## config.mk

```make
export PLATFORM = sky130hd
export DESIGN_NAME = prefix_decoder
export DESIGN_NICKNAME = d
export VERILOG_FILES = /design/src/rtl/prefix_decoder_pkg.sv /design/src/rtl/prefix_decoder_classifier.sv /design/src/rtl/prefix_decoder.sv
export SDC_FILE = /design/constraint.sdc
export NUM_CORES = 1
export LEC_CHECK = 0
export ABC_AREA = 1
export BUFFER_PORTS_ARGS = -buffer_cell sky130_fd_sc_hd__buf_4
export CORE_UTILIZATION = 50
export CTS_BUF_LIST = sky130_fd_sc_hd__clkbuf_16
export DETAILED_ROUTE_END_ITERATION = 7
export HOLD_SLACK_MARGIN = 0.08
export PLACE_DENSITY = 0.82
export REMOVE_ABC_BUFFERS = 1
export SYNTH_ARGS = -nofsm -noshare
export SYNTH_HDL_FRONTEND = slang
export SYNTH_HIERARCHICAL = 1
export SYNTH_SLANG_ARGS = --single-unit
```

## constraint.sdc

```tcl
create_clock -name clk -period 1.4 [get_ports clk]
set_clock_uncertainty 0.2 [all_clocks]
set_input_delay 0.21 -clock clk [delete_from_list [all_inputs] [get_ports clk]]
set_output_delay 0.21 -clock clk [all_outputs]
set_load 0.02 [all_outputs]
```

## src/rtl/prefix_decoder_pkg.sv

```systemverilog
// Shared constants and types for the 8086 prefix decoder front end.
package prefix_decoder_pkg;

   localparam logic [1:0] SEG_ES = 2'd0;
   localparam logic [1:0] SEG_CS = 2'd1;
   localparam logic [1:0] SEG_SS = 2'd2;
   localparam logic [1:0] SEG_DS = 2'd3;

   localparam logic [7:0] PFX_ES    = 8'h26;
   localparam logic [7:0] PFX_CS    = 8'h2E;
   localparam logic [7:0] PFX_SS    = 8'h36;
   localparam logic [7:0] PFX_DS    = 8'h3E;
   localparam logic [7:0] PFX_LOCK  = 8'hF0;
   localparam logic [7:0] PFX_REPNE = 8'hF2;
   localparam logic [7:0] PFX_REP   = 8'hF3;

   typedef enum logic [0:0] {
      FETCH = 1'b0,
      HOLD  = 1'b1
   } state_e;

endpackage

```

## src/rtl/prefix_decoder_classifier.sv

```systemverilog
// Combinational classification of one instruction byte into 8086 prefix kinds.
module prefix_classifier
   import prefix_decoder_pkg::*;
(
   input  logic [7:0] byte_i,
   output logic       is_prefix_o,
   output logic       is_seg_o,
   output logic [1:0] seg_o,
   output logic       is_lock_o,
   output logic       is_rep_o,
   output logic       is_repne_o
);

   always_comb begin
      is_prefix_o = 1'b0;
      is_seg_o    = 1'b0;
      seg_o       = SEG_ES;
      is_lock_o   = 1'b0;
      is_rep_o    = 1'b0;
      is_repne_o  = 1'b0;
      case (byte_i)
         PFX_ES:    begin is_prefix_o = 1'b1; is_seg_o = 1'b1; seg_o = SEG_ES; end
         PFX_CS:    begin is_prefix_o = 1'b1; is_seg_o = 1'b1; seg_o = SEG_CS; end
         PFX_SS:    begin is_prefix_o = 1'b1; is_seg_o = 1'b1; seg_o = SEG_SS; end
         PFX_DS:    begin is_prefix_o = 1'b1; is_seg_o = 1'b1; seg_o = SEG_DS; end
         PFX_LOCK:  begin is_prefix_o = 1'b1; is_lock_o  = 1'b1; end
         PFX_REPNE: begin is_prefix_o = 1'b1; is_repne_o = 1'b1; end
         PFX_REP:   begin is_prefix_o = 1'b1; is_rep_o   = 1'b1; end
         default:   begin is_prefix_o = 1'b0; end
      endcase
   end

endmodule

```

## src/rtl/prefix_decoder.sv

```systemverilog
// Strips 8086 prefix bytes from the prefetch stream, accumulates per-instruction
// prefix state and presents the opcode byte to the sequencer.
module prefix_decoder
   import prefix_decoder_pkg::*;
#(
   parameter int MAX_PREFIX_COUNT = 15,
   parameter int COUNT_WIDTH      = 4
) (
   input  logic                   clk,
   input  logic                   reset,
   input  logic                   next_instruction,
   input  logic                   fifo_empty,
   input  logic [7:0]             fifo_rd_data,
   output logic                   fifo_rd_en,
   output logic [7:0]             opcode,
   output logic                   opcode_valid,
   input  logic                   opcode_ack,
   output logic                   segment_override,
   output logic [1:0]             override_sr,
   output logic                   override_active,
   output logic                   rep,
   output logic                   repne,
   output logic                   lock,
   output logic [COUNT_WIDTH-1:0] prefix_count
);

   state_e                 state_q, state_d;
   logic [7:0]             opcode_q, opcode_d;
   logic                   valid_q, valid_d;
   logic                   pulse_q, pulse_d;
   logic [1:0]             sr_q, sr_d;
   logic                   active_q, active_d;
   logic                   rep_q, rep_d;
   logic                   repne_q, repne_d;
   logic                   lock_q, lock_d;
   logic [COUNT_WIDTH-1:0] count_q, count_d;

   logic       pop;
   logic       cls_prefix, cls_seg, cls_lock, cls_rep, cls_repne;
   logic [1:0] cls_sr;

   prefix_classifier u_classifier (
      .byte_i      (fifo_rd_data),
      .is_prefix_o (cls_prefix),
      .is_seg_o    (cls_seg),
      .seg_o       (cls_sr),
      .is_lock_o   (cls_lock),
      .is_rep_o    (cls_rep),
      .is_repne_o  (cls_repne)
   );

   // next_instruction returns to FETCH in the same cycle, so the head byte can be taken at once.
   always_comb begin
      pop        = (!fifo_empty) && ((state_q == FETCH) || next_instruction);
      fifo_rd_en = pop;
   end

   always_comb begin
      state_d = state_q;
      if (next_instruction) begin
         state_d = FETCH;
      end else begin
         state_d = state_q;
      end
      if (pop && !cls_prefix) begin
         state_d = HOLD;
      end else begin
         state_d = state_d;
      end
   end

   always_ff @(posedge clk or posedge reset) begin
      if (reset) begin
         state_q <= FETCH;
      end else begin
         state_q <= state_d;
      end
   end

   // Clear from next_instruction is applied before the popped byte is folded in.
   always_comb begin
      opcode_d = opcode_q;
      valid_d  = opcode_ack ? 1'b0 : valid_q;
      pulse_d  = 1'b0;
      sr_d     = sr_q;
      active_d = active_q;
      rep_d    = rep_q;
      repne_d  = repne_q;
      lock_d   = lock_q;
      count_d  = count_q;
      if (next_instruction) begin
         valid_d  = 1'b0;
         active_d = 1'b0;
         rep_d    = 1'b0;
         repne_d  = 1'b0;
         lock_d   = 1'b0;
         count_d  = {COUNT_WIDTH{1'b0}};
      end else begin
         count_d  = count_d;
      end
      if (pop && cls_prefix) begin
         if (cls_seg) begin
            sr_d     = cls_sr;
            pulse_d  = 1'b1;
            active_d = 1'b1;
         end
         if (cls_lock) begin
            lock_d = 1'b1;
         end
         if (cls_rep) begin
            rep_d   = 1'b1;
            repne_d = 1'b0;
         end
         if (cls_repne) begin
            rep_d   = 1'b0;
            repne_d = 1'b1;
         end
         if (count_d != COUNT_WIDTH'(MAX_PREFIX_COUNT)) begin
            count_d = count_d + COUNT_WIDTH'(1);
         end
      end else if (pop) begin
         opcode_d = fifo_rd_data;
         valid_d  = 1'b1;
      end else begin
         opcode_d = opcode_q;
      end
   end

   always_ff @(posedge clk or posedge reset) begin
      if (reset) begin
         opcode_q <= 8'h00;
         valid_q  <= 1'b0;
         pulse_q  <= 1'b0;
         sr_q     <= 2'd0;
         active_q <= 1'b0;
         rep_q    <= 1'b0;
         repne_q  <= 1'b0;
         lock_q   <= 1'b0;
         count_q  <= {COUNT_WIDTH{1'b0}};
      end else begin
         opcode_q <= opcode_d;
         valid_q  <= valid_d;
         pulse_q  <= pulse_d;
         sr_q     <= sr_d;
         active_q <= active_d;
         rep_q    <= rep_d;
         repne_q  <= repne_d;
         lock_q   <= lock_d;
         count_q  <= count_d;
      end
   end

   assign opcode           = opcode_q;
   assign opcode_valid     = valid_q;
   assign segment_override = pulse_q;
   assign override_sr      = sr_q;
   assign override_active  = active_q;
   assign rep              = rep_q;
   assign repne            = repne_q;
   assign lock             = lock_q;
   assign prefix_count     = count_q;

endmodule

```

==> impl_metrics.csv <==
group,metric,value,unit
place,place_congestion,0.862,
logic_synthesis,seq_area_frac_synth,45.8,%
setup_path,r2r_start,"state_q",
sta,worst_slew_pin_slew,0.342,ns
sta,fmax,0.648,GHz
sta,final-hold-violation-count,0,
drt,drc,0,
clocking,clock_latency,0.25,ns
power,ir_drop,0.00113,V
die,die-area,2490,um2
die,core_area,2060,um2
drt,wl_per_cell,18.0,um
sta,rsz0062_at_grt,"true",
logic_synthesis,syn_inst,156,
logic_synthesis,synth_seq_cells,21,
global_route,antenna_found_initial,0,
setup_path,crit_type,"in -> reg",
drt,drt_iter0_markers,78,
setup_path,startpoint,"fifo_rd_data[3]",
logic_synthesis,yosysUniqueCellTypes,17,
logic_synthesis,synth_warnings,6,
die,initial_core_util,55.7,%
sta,min_period,1.54,ns
clocking,cts_sinks,21,
global_route,grtUsageTotal,27.6,%
clocking,cts_tree,"done",
logic_synthesis,synth_ff_type,"dfrtp_1",
global_route,grt_pass1_wl,5120,um
place,dp_slack,-0.241,ns
final_layout,antenna_cells,0,
drt,routed_via_density,5.73,
power,powerDensity,887,nW/um2
sta,tns,-0.986,ns
worst_hold_path,min_from,"fifo_rd_data[5]",
setup_path,cp-start-kind,"primary input",
setup_path,required,1.40,ns
drt,first_pass_iters,5,
global_route,gr-total-overflow,0,
logic_synthesis,synth_top_area_share,45.8,%
final_layout,final_cells,251,
sta,worst_slack,-0.142,ns
drt,vias,1438,
die,die_h,49.9,um
clocking,cts_inserted_buffers,3,
place,io_buffers,33,
global_route,grt_pass1_vias,1178,
setup_path,crit_fanout,8,
setup_path,worstPathArrival,1.54,ns
worst_hold_path,min_path_cells,4,
final_layout,drive_gt1_share,48.7,%
worst_hold_path,hold_path.class,"in -> reg",
setup_path,r2r_cells,7,
logic_synthesis,syn_area_per_cell,7.36,um2
power,power.total,1.69,mW
logic_synthesis,synthesis.area,1150,um2
logic_synthesis,yosysMostFrequentCell,"nand2_1",
final_layout,synthToLayoutAreaGrowth,65.8,%
logic_synthesis,synth-edff-count,0,
final_layout,nNetsFinal,238,
place,place_hpwl,2040,um
logic_synthesis,yosys-top-cells-area,"dfrtp_1 46%, nand2_1 20%, inv_1 5.9%, nand3_1 5.7%, nor2_1 4.9%",
die,row_count,16,
sta,finalSetupViolations,19,
sta,drv_slew,0,
status,violations,"negative setup slack",
logic_synthesis,synth_top_area_cell,"dfrtp_1",
logic_synthesis,ys_async_sr_fraction,100,%
die,ios,34,
clocking,h-tree-depth,1,
sta,period_share,110,%
logic_synthesis,synth_common_cells,"62 x nand2_1, 21 x dfrtp_1, 18 x inv_1, 15 x nor2_1, 13 x nand3_1",
power,power_leakage,1.12,nW
clocking,cts_buffer_depth,2,
clocking,cts.clk_slew.worst_paths,0.06,ns
job,cap_violations,0,
drt,route.final.wire_length,4510,um
drt,drtAntennaViolNets,0,
status,status,"finished with violations",
die,die_x,49.9,um
sta,max_slew_margin,77.0,%
place,dp_cells,236,
clocking,cts_root_buffer,"clkbuf_16",
global_route,grt_max_degree,22,
setup_path,cp-end-kind,"register",
==> power by group <==
part	total, mW	switching, mW	internal [mW]	leakage [nW]
clock network	0.613	0.229	0.384	0.0409
logic	0.399	0.226	0.173	0.805
registers	0.678	0.0288	0.649	0.275
==> cell type report <==
type | instances | area (um2)
Inverter | 23 | 106
Timing Repair Buffer | 66 | 542
Clock buffer | 3 | 75.1
Clock inverter | 1 | 5.00
Sequential cell | 21 | 526
Tap cell | 27 | 33.8
Multi-Input combinational cell | 110 | 617
Fill cell | 81 | 158
==> logic make-up (layout without fill, tap and decap cells) <==
| family | count (synthesis) | in the layout | share of synthesized area (%) |
|---|---|---|---|
| flip-flops | 21 | 21 | 45.8 |
| AO/OA/AOI/OAI | 4 | 4 | 2.07 |
| buffers and inverters | 25 | 93 | 9.58 |
| AND/OR/NAND/NOR | 106 | 106 | 42.6 |
==> worst paths after layout <==
check | endpoint | slack (ns)
max | override_sr[1] | -0.14
min reg2reg | opcode[0] | 0.29
min in group asynchronous | lock | 0.35
max in group asynchronous | opcode[1] | 0.43
max reg2reg | opcode[7] | 0
min | opcode[5] | 0.13
==> metrics by stage <==
stage | area (um2) | hold WS [ns] | utilization [%]
finish | 1900 | 0.128 | 92.4
floorplan | 1130 | -0.0135 | -
global placement | 1570 | 0.0545 | 76.3
detailed placement | 1570 | 0.0640 | 76.3
CTS | 1740 | 0.112 | 84.3
global route | 1900 | 0.154 | 92.4
==> sequential cells by signal, summed over array words and instances (netlist names) <==
| signal | cells |
|---|---|
| segment_override | 1 |
| override_sr | 2 |
| override_active | 1 |
| rep | 1 |
| repne | 1 |
| lock | 1 |
| opcode_valid | 1 |
| state_q | 1 |
| prefix_count | 4 |
| opcode | 8 |
==> metal layers <==
metal	share of wire (%)	GRT usage [%]	vias up	wire length [um]
met5	0	0	-	0
met4	4.7	10.5	0	214
met3	9.3	4.32	27	420
met2	50	49.1	125	2240
met1	36	33.1	679	1630
li1	-	-	607	-
==> layout by cell type, fill, tap and decap left out, drive strengths merged <==
master / Yosys / routed
clkbuf: 0 / 3
dfrtp: 21 / 21
clkinv: 1 / 1
a21oi: 1 / 1
nand4: 2 / 2
o21ai: 3 / 3
nand2: 70 / 70
nor2: 18 / 18
dlygate4sd3: 0 / 5
inv: 22 / 23
buf: 2 / 61
nor3: 2 / 2
nand3: 14 / 14
==> worst max-delay path, stage by stage <==
cell and delay, ns:
buf_6 0.11, inv_4 0.07, nand2_4 0.06, nor2_1 0.16
nand2_2 0.09, nand2_1 0.07, nor2_1 0.05, nand2_1 0.11
inv_2 0.10, nor2_8 0.18, nand2_4 0.10, inv_4 0.08
nand2_4 0.05, nand2_2 0.08
==> repair_timing <==
action                                  in CTS  in global routing
endpoints found under the hold margin       25                  1
hold buffers                                 4                  2
buffers inserted                             3                  3
endpoints found under the setup margin       2                 22
gates resized for setup                      6                 45
pin swaps                                    1                 17
No activity file was read; power rests on OpenSTA's default activity.
